<file path="src/rtl/ps2_key_decoder.sv">
// PS/2 keyboard receiver: synchronizes and filters the raw clock/data pair,
// frames 11-bit PS/2 words and turns scancode sequences into ps2_key events.
module ps2_key_decoder #(
    parameter int unsigned FILTER  = 8,
    parameter int unsigned TIMEOUT = 8590
) (
    input  logic        clk_i,
    input  logic        reset_n_i,
    input  logic        ps2_clk_i,
    input  logic        ps2_data_i,
    output logic [10:0] ps2_key_o,
    output logic        frame_err_o
);

    localparam int unsigned FW = (FILTER  > 1) ? $clog2(FILTER + 1)  : 1;
    localparam int unsigned TW = (TIMEOUT > 1) ? $clog2(TIMEOUT + 1) : 1;

    typedef enum logic [1:0] {
        S_IDLE,
        S_DATA,
        S_PARITY,
        S_STOP
    } state_t;

    logic          r_clk_meta, r_clk_sync, r_dat_meta, r_dat_sync;
    logic          r_clk_flt, r_dat_flt, r_clk_prev;
    logic [FW-1:0] r_clk_cnt, r_dat_cnt;
    logic [TW-1:0] r_tmo;
    state_t        r_state;
    logic [2:0]    r_bitcnt;
    logic [7:0]    r_shift;
    logic          r_par_ok;
    logic          r_ext, r_rel;
    logic [10:0]   r_key;
    logic          r_err;
    logic          w_fall;
    logic          w_ignore;

    always_ff @(posedge clk_i or negedge reset_n_i) begin
        if (!reset_n_i) begin
            r_clk_meta <= 1'b1;
            r_clk_sync <= 1'b1;
            r_dat_meta <= 1'b1;
            r_dat_sync <= 1'b1;
        end else begin
            r_clk_meta <= ps2_clk_i;
            r_clk_sync <= r_clk_meta;
            r_dat_meta <= ps2_data_i;
            r_dat_sync <= r_dat_meta;
        end
    end

    // Filter: a level is accepted after FILTER consecutive samples that differ
    // from the current filtered level; any agreeing sample restarts the count.
    always_ff @(posedge clk_i or negedge reset_n_i) begin
        if (!reset_n_i) begin
            r_clk_flt  <= 1'b1;
            r_dat_flt  <= 1'b1;
            r_clk_prev <= 1'b1;
            r_clk_cnt  <= '0;
            r_dat_cnt  <= '0;
        end else begin
            r_clk_prev <= r_clk_flt;
            if (r_clk_sync == r_clk_flt) begin
                r_clk_cnt <= '0;
            end else if (r_clk_cnt == FW'(FILTER - 1)) begin
                r_clk_flt <= r_clk_sync;
                r_clk_cnt <= '0;
            end else begin
                r_clk_cnt <= r_clk_cnt + 1'b1;
            end
            if (r_dat_sync == r_dat_flt) begin
                r_dat_cnt <= '0;
            end else if (r_dat_cnt == FW'(FILTER - 1)) begin
                r_dat_flt <= r_dat_sync;
                r_dat_cnt <= '0;
            end else begin
                r_dat_cnt <= r_dat_cnt + 1'b1;
            end
        end
    end

    assign w_fall = r_clk_prev & ~r_clk_flt;

    always_comb begin
        w_ignore = 1'b0;
        case (r_shift)
            8'hE1, 8'hAA, 8'hFA, 8'hEE, 8'hFE, 8'h00, 8'hFF: w_ignore = 1'b1;
            default:                                         w_ignore = 1'b0;
        endcase
    end

    always_ff @(posedge clk_i or negedge reset_n_i) begin
        if (!reset_n_i) begin
            r_state  <= S_IDLE;
            r_bitcnt <= '0;
            r_shift  <= '0;
            r_par_ok <= 1'b0;
            r_tmo    <= '0;
            r_ext    <= 1'b0;
            r_rel    <= 1'b0;
            r_key    <= '0;
            r_err    <= 1'b0;
        end else begin
            r_err <= 1'b0;
            if (w_fall) begin
                r_tmo <= '0;
                case (r_state)
                    S_IDLE: begin
                        if (!r_dat_flt) begin
                            r_state  <= S_DATA;
                            r_bitcnt <= '0;
                        end else begin
                            r_err <= 1'b1;
                            r_ext <= 1'b0;
                            r_rel <= 1'b0;
                        end
                    end
                    S_DATA: begin
                        r_shift  <= {r_dat_flt, r_shift[7:1]};
                        r_bitcnt <= r_bitcnt + 1'b1;
                        if (r_bitcnt == 3'd7) r_state <= S_PARITY;
                    end
                    S_PARITY: begin
                        r_par_ok <= ^{r_shift, r_dat_flt};
                        r_state  <= S_STOP;
                    end
                    S_STOP: begin
                        r_state <= S_IDLE;
                        if (r_dat_flt && r_par_ok) begin
                            if (r_shift == 8'hE0) begin
                                r_ext <= 1'b1;
                            end else if (r_shift == 8'hF0) begin
                                r_rel <= 1'b1;
                            end else begin
                                if (!w_ignore) r_key <= {~r_key[10], ~r_rel, r_ext, r_shift};
                                r_ext <= 1'b0;
                                r_rel <= 1'b0;
                            end
                        end else begin
                            r_err <= 1'b1;
                            r_ext <= 1'b0;
                            r_rel <= 1'b0;
                        end
                    end
                    default: r_state <= S_IDLE;
                endcase
            end else if (r_state != S_IDLE) begin
                // Abort after TIMEOUT consecutive cycles without a strobe.
                if (r_tmo == TW'(TIMEOUT - 1)) begin
                    r_state <= S_IDLE;
                    r_tmo   <= '0;
                    r_err   <= 1'b1;
                    r_ext   <= 1'b0;
                    r_rel   <= 1'b0;
                end else begin
                    r_tmo <= r_tmo + 1'b1;
                end
            end else begin
                r_tmo <= '0;
            end
        end
    end

    assign ps2_key_o   = r_key;
    assign frame_err_o = r_err;

endmodule

</file>
<file path="config.mk">
export PLATFORM = sky130hd
export DESIGN_NAME = ps2_key_decoder
export DESIGN_NICKNAME = d
export VERILOG_FILES = /design/src/rtl/ps2_key_decoder.sv
export SDC_FILE = /design/constraint.sdc
export NUM_CORES = 1
export LEC_CHECK = 0
export CAP_MARGIN = 20
export CORE_MARGIN = 2
export CORE_UTILIZATION = 60
export DETAILED_ROUTE_END_ITERATION = 10
export GPL_ROUTABILITY_DRIVEN = 1
export GPL_TIMING_DRIVEN = 0
export PLACE_DENSITY = 0.79
export RECOVER_POWER = 100
export SLEW_MARGIN = 20
export SYNTH_ARGS = -nofsm -noshare
export SYNTH_HDL_FRONTEND = slang
export SYNTH_SLANG_ARGS = --single-unit
export TNS_END_PERCENT = 50
</file>
<file path="constraint.sdc">
create_clock -name clk_i -period 3.65 [get_ports clk_i]
set_input_delay 0.73 -clock clk_i [delete_from_list [all_inputs] [get_ports clk_i]]
set_output_delay 0.73 -clock clk_i [all_outputs]
set_load 0.02 [all_outputs]
</file>
==> summary.md, run 1 <==
| Metric | Value |
|---|---|
| Crit path launch type | flip-flop |
| Number of port buffers | 15 |
| Final hold viol count | 0 |
| H-tree Lvls | 3 |
| Critical Path Max Stage Delay | 0.46 ns |
| Post-synthesis simple-gate area fraction | 15.1% |
| Starting density of the core | 62.9% |
| Ys Warns | 0 |
| CTS buffer count | 9 |
| Hold crit path type | reg -> reg |
| Area grow syn2layout | 12.3% |
| Synth area leaders | dfrtp_1 45%, dfstp_2 6.7%, ha_1 4.5% |
| Post-synthesis mux area share | 8.62% |
| Post-CTS sizing | 0 |
| Synth cell count leaders | 50 x dfrtp_1, 19 x nor2_1, 13 x nand2_1 |
| Post-Synth XOR/XNOR Area | 6.85% |
| Max Freq | 0.452 GHz |
| Synth cell types | 47 |
| Async set-reset flop share out of synthesis | 100% |
| VDD IR max | 261 uV |
| Worst path slowest cell | clkbuf_1 |
| Setup violations, final | 0 |
| Worst path bufs/invs | 2 |
| Post-CTS Setup Inserts | 0 |
| Largest net degree at the start of global routing | 58 |
| CTS tree | built |
| Largest area contributor in the netlist | dfrtp_1 |
| Number of synthesized flops with an enable pin | 0 |
| GRT overflow | 0 |
| Die ar. | 0.00515 mm^2 |
| Avg Cell Area, Syn | 11.4 um^2 |
| # hold bufs at CTS | 0 |
| TritonRoute pass-1 iters | 4 |
| Post-DP HPWL | 3100 um |
| Clock Path Buffers | 2 |
| Post-synth top area share | 45.4% |
| Vias per Instance | 5.75 |
| Final period util | 60.7% |
| Critical-path cell list | buf_6, nor4_1, o2bb2a_1, o221ai_1, clkbuf_1, mux2_1 |
| Status | finished, final reports clean |
| Crit end category | flip-flop |
| Clock slew at reported path FFs | 0.06 ns |
| CP top delay family | buffers and inverters |
| Initial antenna violation count | 0 |
| Critical path type | reg -> reg |
| Number of routed nets with antenna violations | 0 |
| Syn Nets | 256 |
| CP arrival | between 2 and 2.5 ns |
| Adder-Cell Fraction of Synth Area | 4.54% |
| Die X | 71.8 um |
| Most numerous cell in the Yosys netlist | dfrtp_1 |
| Drt wl/cell | between 10 and 15 um |
| Num Clock Sinks | 57 |
| Final Power | 1.44 mW |
| Crit-path max FO | 10 |
| Final clock skew | 0.00578 ns |
| Die H | 71.8 um |
| Worst-Margin Slew | 1.36 ns |
| First-pass GRT wire length | about 8400 um |
| Clock latency on the worst-skew pair | 0.33 ns |
| Largest family of logic cells by synthesized area | simple AND/OR/NAND/NOR gates |
| GP Congestion | approximately 0.82 |
| ANT cells | 0 |
| CP required | 3.86 ns |
| Total GRT Usage | about a fifth |
| Number of max-cap violations | 0 |
| Number of global-route vias before repair | roughly 1,900 |
| Yosys reg bits | 57 |
| Clock Tree Root | clkbuf_8 |
| Core ar. | about 0.0044 mm^2 |
| Nets | 282 |
| RSZ-0062 raised after global routing | no |
| Via count | 1,868 |
| Slew margin rel. | 9.22% |
| Fin Hold WS | 0.355 ns |
| Max Transition Viols Final | 0 |
| Top Ports | 16 |
| Leakage | 1.44 nW |
| Post-synthesis compound-gate area fraction | 9.26% |
| Main synth FF type | dfrtp_1 |
| Layout cell share with drive strength beyond 1 | between 10% and 20% |
| Detailed Route WL | 4660 um |
| Power per cell area | approximately 460 mW/mm^2 |
| Register area share after synthesis | 52.1% |
| Placement Rows | 24 |
| Setup TNS | 0 ns |
| Fill cells | 357 |
| Synthesized area | 0.00276 mm^2 |
| Fin crit period | 2.21 ns |
| Drt drc | 0 |
| DR iter-0 viols | roughly 90 |
| Post-synthesis cell count | 242 |
-- power by group --
| group | internal [mW] | total (mW) | switching [mW] |
|---|---|---|---|
| Clock | 0.285 | 0.514 | 0.229 |
| Combinational | 0.0828 | 0.197 | 0.114 |
| Sequential | 0.686 | 0.724 | 0.0373 |
| Total | 1.05 | 1.44 | 0.381 |
-- worst reg2reg max path, stage by stage, from the launching register on --
cell and delay, ns:
dfrtp_1 0.37, buf_6 0.13, nor4_1 0.25, o2bb2a_1 0.26
o221ai_1 0.24, clkbuf_1 0.46, mux2_1 0.38
-- metal layers --
layer  up-vias  share of wire [%]  GRT usage (%)
met5         -                  0              0
met4         0                1.8           9.43
met3         8                3.9           6.75
met2        29                 46           32.1
met1       920                 48           28.8
li1        911                  -              -
-- worst paths after layout --
path | start | end | slack [ns] | cells after the start
setup reg to reg | r_shift[4]$_DFFE_PN0P_ | ps2_key_o[3]$_DFFE_PN0P_ | 1.44 | 6
hold reg to reg | r_clk_meta$_DFF_PN1_ | r_clk_sync$_DFF_PN1_ | 0.35 | 0
min in group asynchronous | reset_n_i | r_tmo[10]$_DFF_PN0_ | 0.70 | 1
setup / recovery | r_shift[4]$_DFFE_PN0P_ | ps2_key_o[3]$_DFFE_PN0P_ | 1.44 | 6
max in group asynchronous | reset_n_i | r_bitcnt[0]$_DFFE_PN0P_ | 2.14 | 1
hold / removal | r_clk_meta$_DFF_PN1_ | r_clk_sync$_DFF_PN1_ | 0.35 | 0
-- logic make-up after synthesis --
family / after synthesis
xor+xnor: 20
fa+ha+maj: 10
flops: 57
mux: 19
buf+inv: 20
simple gates: 78
compound gates: 38
-- layout make-up --
| cell class | count | area (um^2) | share of cell area [%] |
|---|---|---|---|
| multi-input combinational | 165 | 1190 | 38.5 |
| buffer | 11 | 55.1 | 1.78 |
| inverter | 9 | 33.8 | 1.09 |
| clock buffer | 16 | 170 | 5.50 |
| timing repair buffer | 15 | 145 | 4.69 |
| sequential | 57 | 1440 | 46.4 |
| tap | 52 | 65.1 | 2.10 |
-- state kept, by name, summed over array words and instances (netlist names), 2 cells and up --
name	cells
ps2_key_o	11
r_bitcnt	3
r_clk_cnt	4
r_dat_cnt	4
r_shift	8
r_state	2
r_tmo	14
-- cell usage in the layout (no fill, tap or decap), types with 2 or more instances in the layout --
| cell | instances |
|---|---|
| and2_1 | 3 |
| mux2_2 | 10 |
| xnor2_1 | 11 |
| or3b_2 | 2 |
| a21oi_1 | 8 |
| a211oi_1 | 2 |
| nor3b_1 | 2 |
| nand2_1 | 13 |
| a2bb2oi_1 | 3 |
| buf_2 | 2 |
| xor2_1 | 8 |
| inv_1 | 9 |
| a22oi_1 | 2 |
| dlygate4sd3_1 | 14 |
| and4_1 | 2 |
| nor3_1 | 5 |
| nor2_1 | 19 |
| nor2b_1 | 3 |
| ha_1 | 10 |
| dfrtp_1 | 50 |
| clkbuf_1 | 12 |
| nor4bb_1 | 2 |
| o21ai_0 | 12 |
| nand3_1 | 8 |
| dfstp_2 | 5 |
| or3_1 | 5 |
| nor4_1 | 2 |
| nand2b_1 | 3 |
| nand4_1 | 6 |
| clkbuf_8 | 11 |
| o211ai_1 | 2 |
| dfstp_1 | 2 |
| mux2i_1 | 2 |
| mux2_1 | 7 |
-- stage by stage --
step           util [%]  setup slack [ns]  instance area (um^2)  cells
2_1_floorplan         -              1.90                  2760    242
3_3_place_gp       67.8             0.147                  2970    309
3_5_place_dp       67.7              1.73                  2970    309
4_1_cts            71.6              1.60                  3140    325
5_1_grt            70.6              1.26                  3090    325
6_report           70.6              1.44                  3090    325
(Power assumes the default switching activity.)
==> inputs of run 2 (changes only) <==
- CORE_UTILIZATION: 60 -> 53
- PLACE_DENSITY: 0.79 -> 0.74
- clock period: 3.65 -> 1.8 ns (I/O delays scaled with it)
==> run 2 against run 1 <==
Net effect:
- the flow now finishes with violations (negative setup slack)
- maximum frequency rose by 22%
- clock skew rose by 0.0012 ns
- non-clock buffer count rose by 4
- sequential share of layout area fell by 3.3 points
- global-route usage fell by 3.2 points
- via count fell by 0.43%
- final cell count rose by 6.8%
- highest routed layer unchanged
==> summary.md, run 2 (synthesis gave the netlist of run 1 again) <==
| Metric | Value |
|---|---|
| Core ar. | 0.00507 mm^2 |
| Hold crit path type | in -> async |
| Initial antenna violation count | 0 |
| Largest net degree at the start of global routing | 58 |
| Critical-path cell list | buf_6, xor2_1, o2bb2a_4, o221ai_4, buf_6, mux2_4 |
| Total GRT Usage | approximately 18% |
| DR iter-0 viols | 116 |
| Crit-path max FO | 7 |
| PnR worst setup slack | -0.00948 ns |
| Max reg flops | 14 |
| Slew margin rel. | between 7 and 8% |
| Most common cell after layout, fill and taps aside | dfrtp_1 |
| First-pass GRT wire length | 8280 um |
| Final clock skew | about 0.007 ns |
| Power per cell area | 938 mW/mm^2 |
| Number of port buffers | 15 |
| TritonRoute pass-1 iters | 4 |
| Biggest register | r_tmo |
| Clock Path Buffers | 2 |
| CP arrival | 2.03 ns |
| Number of routed nets with antenna violations | 0 |
| Clock slew at reported path FFs | 0.07 ns |
| Area grow syn2layout | 21.2% |
| RSZ-0062 raised after global routing | yes |
| VDD IR max | 718 uV |
| Layout cell share with drive strength beyond 1 | 25.3% |
| Starting density of the core | 54.3% |
| Most frequent cells in the layout | 47 x dfrtp_1, 18 x nor2_1, 13 x nand2_1, 13 x dlygate4sd3_1, 12 x clkbuf_8 |
| CP Depth | 6 |
| Die ar. | 0.00579 mm^2 |
| Critical Path Max Stage Delay | roughly 0.38 ns |
| Drt wl/cell | around 14 um |
| Setup violations, final | 4 |
| GP Congestion | 0.796 |
| CP startpoint | r_shift[4]$_DFFE_PN0P_ |
| Die X | 76.1 um |
| Die H | between 70 and 80 um |
| Final hold viol count | 0 |
| Detailed Route WL | 4950 um |
| Crit end category | flip-flop |
| H-tree Lvls | 3 |
| Crit path launch type | flip-flop |
| Nets | 286 |
| Worst path bufs/invs | 2 |
| Leakage | approximately 1.5 nW |
| Worst R2R Path Depth | 6 |
| Worst flop-to-flop path startpoint | r_shift[4]$_DFFE_PN0P_ |
| Failing checks | negative setup slack |
| Vias per Instance | 5.36 |
| Cell area after placement | 0.00299 mm^2 |
| Worst path slowest cell | dfrtp_1 |
| CTS tree | built |
| CP top delay family | compound AO/OA/AOI/OAI gates |
| Max Transition Viols Final | 0 |
| Clock Tree Root | clkbuf_8 |
| Final period util | 101% |
| Worst-Margin Slew | 1.38 ns |
| Critical path type | reg -> reg |
| Number of global-route vias before repair | approximately 1,900 |
| Final core occ | between 60% and 70% |
| Fin crit period | 1.81 ns |
| Num Clock Sinks | 57 |
| Number of max-cap violations | 0 |
| GRT overflow | 0 |
| Via count | 1,860 |
| Top Ports | 16 |
| Finished Cell Area | between 0.003 and 0.004 mm^2 |
| CTS buffer count | 9 |
| Drt drc | 0 |
| Placement Rows | 26 |
| Clock latency on the worst-skew pair | between 0.3 and 0.4 ns |
| Post-DP HPWL | 3070 um |
| Status | finished, violations left |
| Most frequent cell on the critical path | buf_6 |
| ANT cells | 0 |
| CP required | roughly 2.0 ns |
| Max Freq | 0.553 GHz |
-- run 2: path summary, 6_finish.rpt --
check                                                end  slack [ns]
worst max-delay path            ps2_key_o[3]$_DFFE_PN0P_      -0.009
worst min-delay path              r_dat_cnt[2]$_DFF_PN0_        0.34
worst max register to register  ps2_key_o[3]$_DFFE_PN0P_      -0.009
worst min register to register      r_dat_sync$_DFF_PN1_        0.36
max in group asynchronous         r_shift[7]$_DFFE_PN0P_        0.54
min in group clk_i                  r_dat_sync$_DFF_PN1_        0.36
-- run 2: cell type report --
type	count	area (um^2)
flip-flops and latches	57	1440
multi-input cells	165	1310
clock inverters	2	35.0
well taps	70	87.6
plain buffers	8	61.3
inverters	9	33.8
fillers	406	1730
repair buffers	22	201
clock buffers	14	173
-- run 2: worst reg2reg max path: cells and delay by family, from the launching register on --
family	cells	cell delay (ns)
compound gates	2	0.50
mux	1	0.30
xor+xnor	1	0.19
flops	1	0.38
buf+inv	2	0.32
-- run 2: per-layer routing --
layer	part of all wire, %	up-vias	wire (um)	global-route usage (%)
li1	-	913	-	-
met5	0	-	0	0
met2	49	41	2420	29.3
met4	2.3	0	112	10.4
met3	4.0	9	198	4.50
met1	45	897	2210	22.5
-- run 2: per-stage QoR --
step / setup TNS (ns) / hold WS, ns / setup WS (ns) / total power, mW / instances
after floorplan: 0 / 0.0644 / 0.0486 / 1.79 / 242
after global placement: -74.95 / 0.347 / -1.37 / 1.89 / 327
after detailed placement: -2.18 / 0.349 / -0.157 / 1.90 / 327
after CTS: -0.461 / 0.0973 / -0.0693 / 3.16 / 341
after global routing: -0.311 / 0.359 / -0.0592 / 3.29 / 347
final: -0.0163 / 0.340 / -0.00948 / 3.13 / 347
-- run 2: what timing repair did --
action | CTS | global route
endpoints found under the setup margin | 23 | 18
gates resized for setup | 8 | 19
hold buffers | 0 | 0
setup buffers | 0 | 6
cloned | 0 | 1
pin swaps | 3 | 4
-- run 2: where the power goes --
group	switching [mW]	internal, mW	leakage (nW)	total (mW)
clock	0.491	0.752	0.107	1.24
sequential	0.0774	1.39	0.762	1.47
combinational	0.238	0.182	0.669	0.420
total	0.807	2.33	1.54	3.13
==> inputs of run 3 (changes only) <==
- CAP_MARGIN: 20 -> default
==> results of run 3 <==
The final DEF is identical to that of run 2; final timing and power are the same.
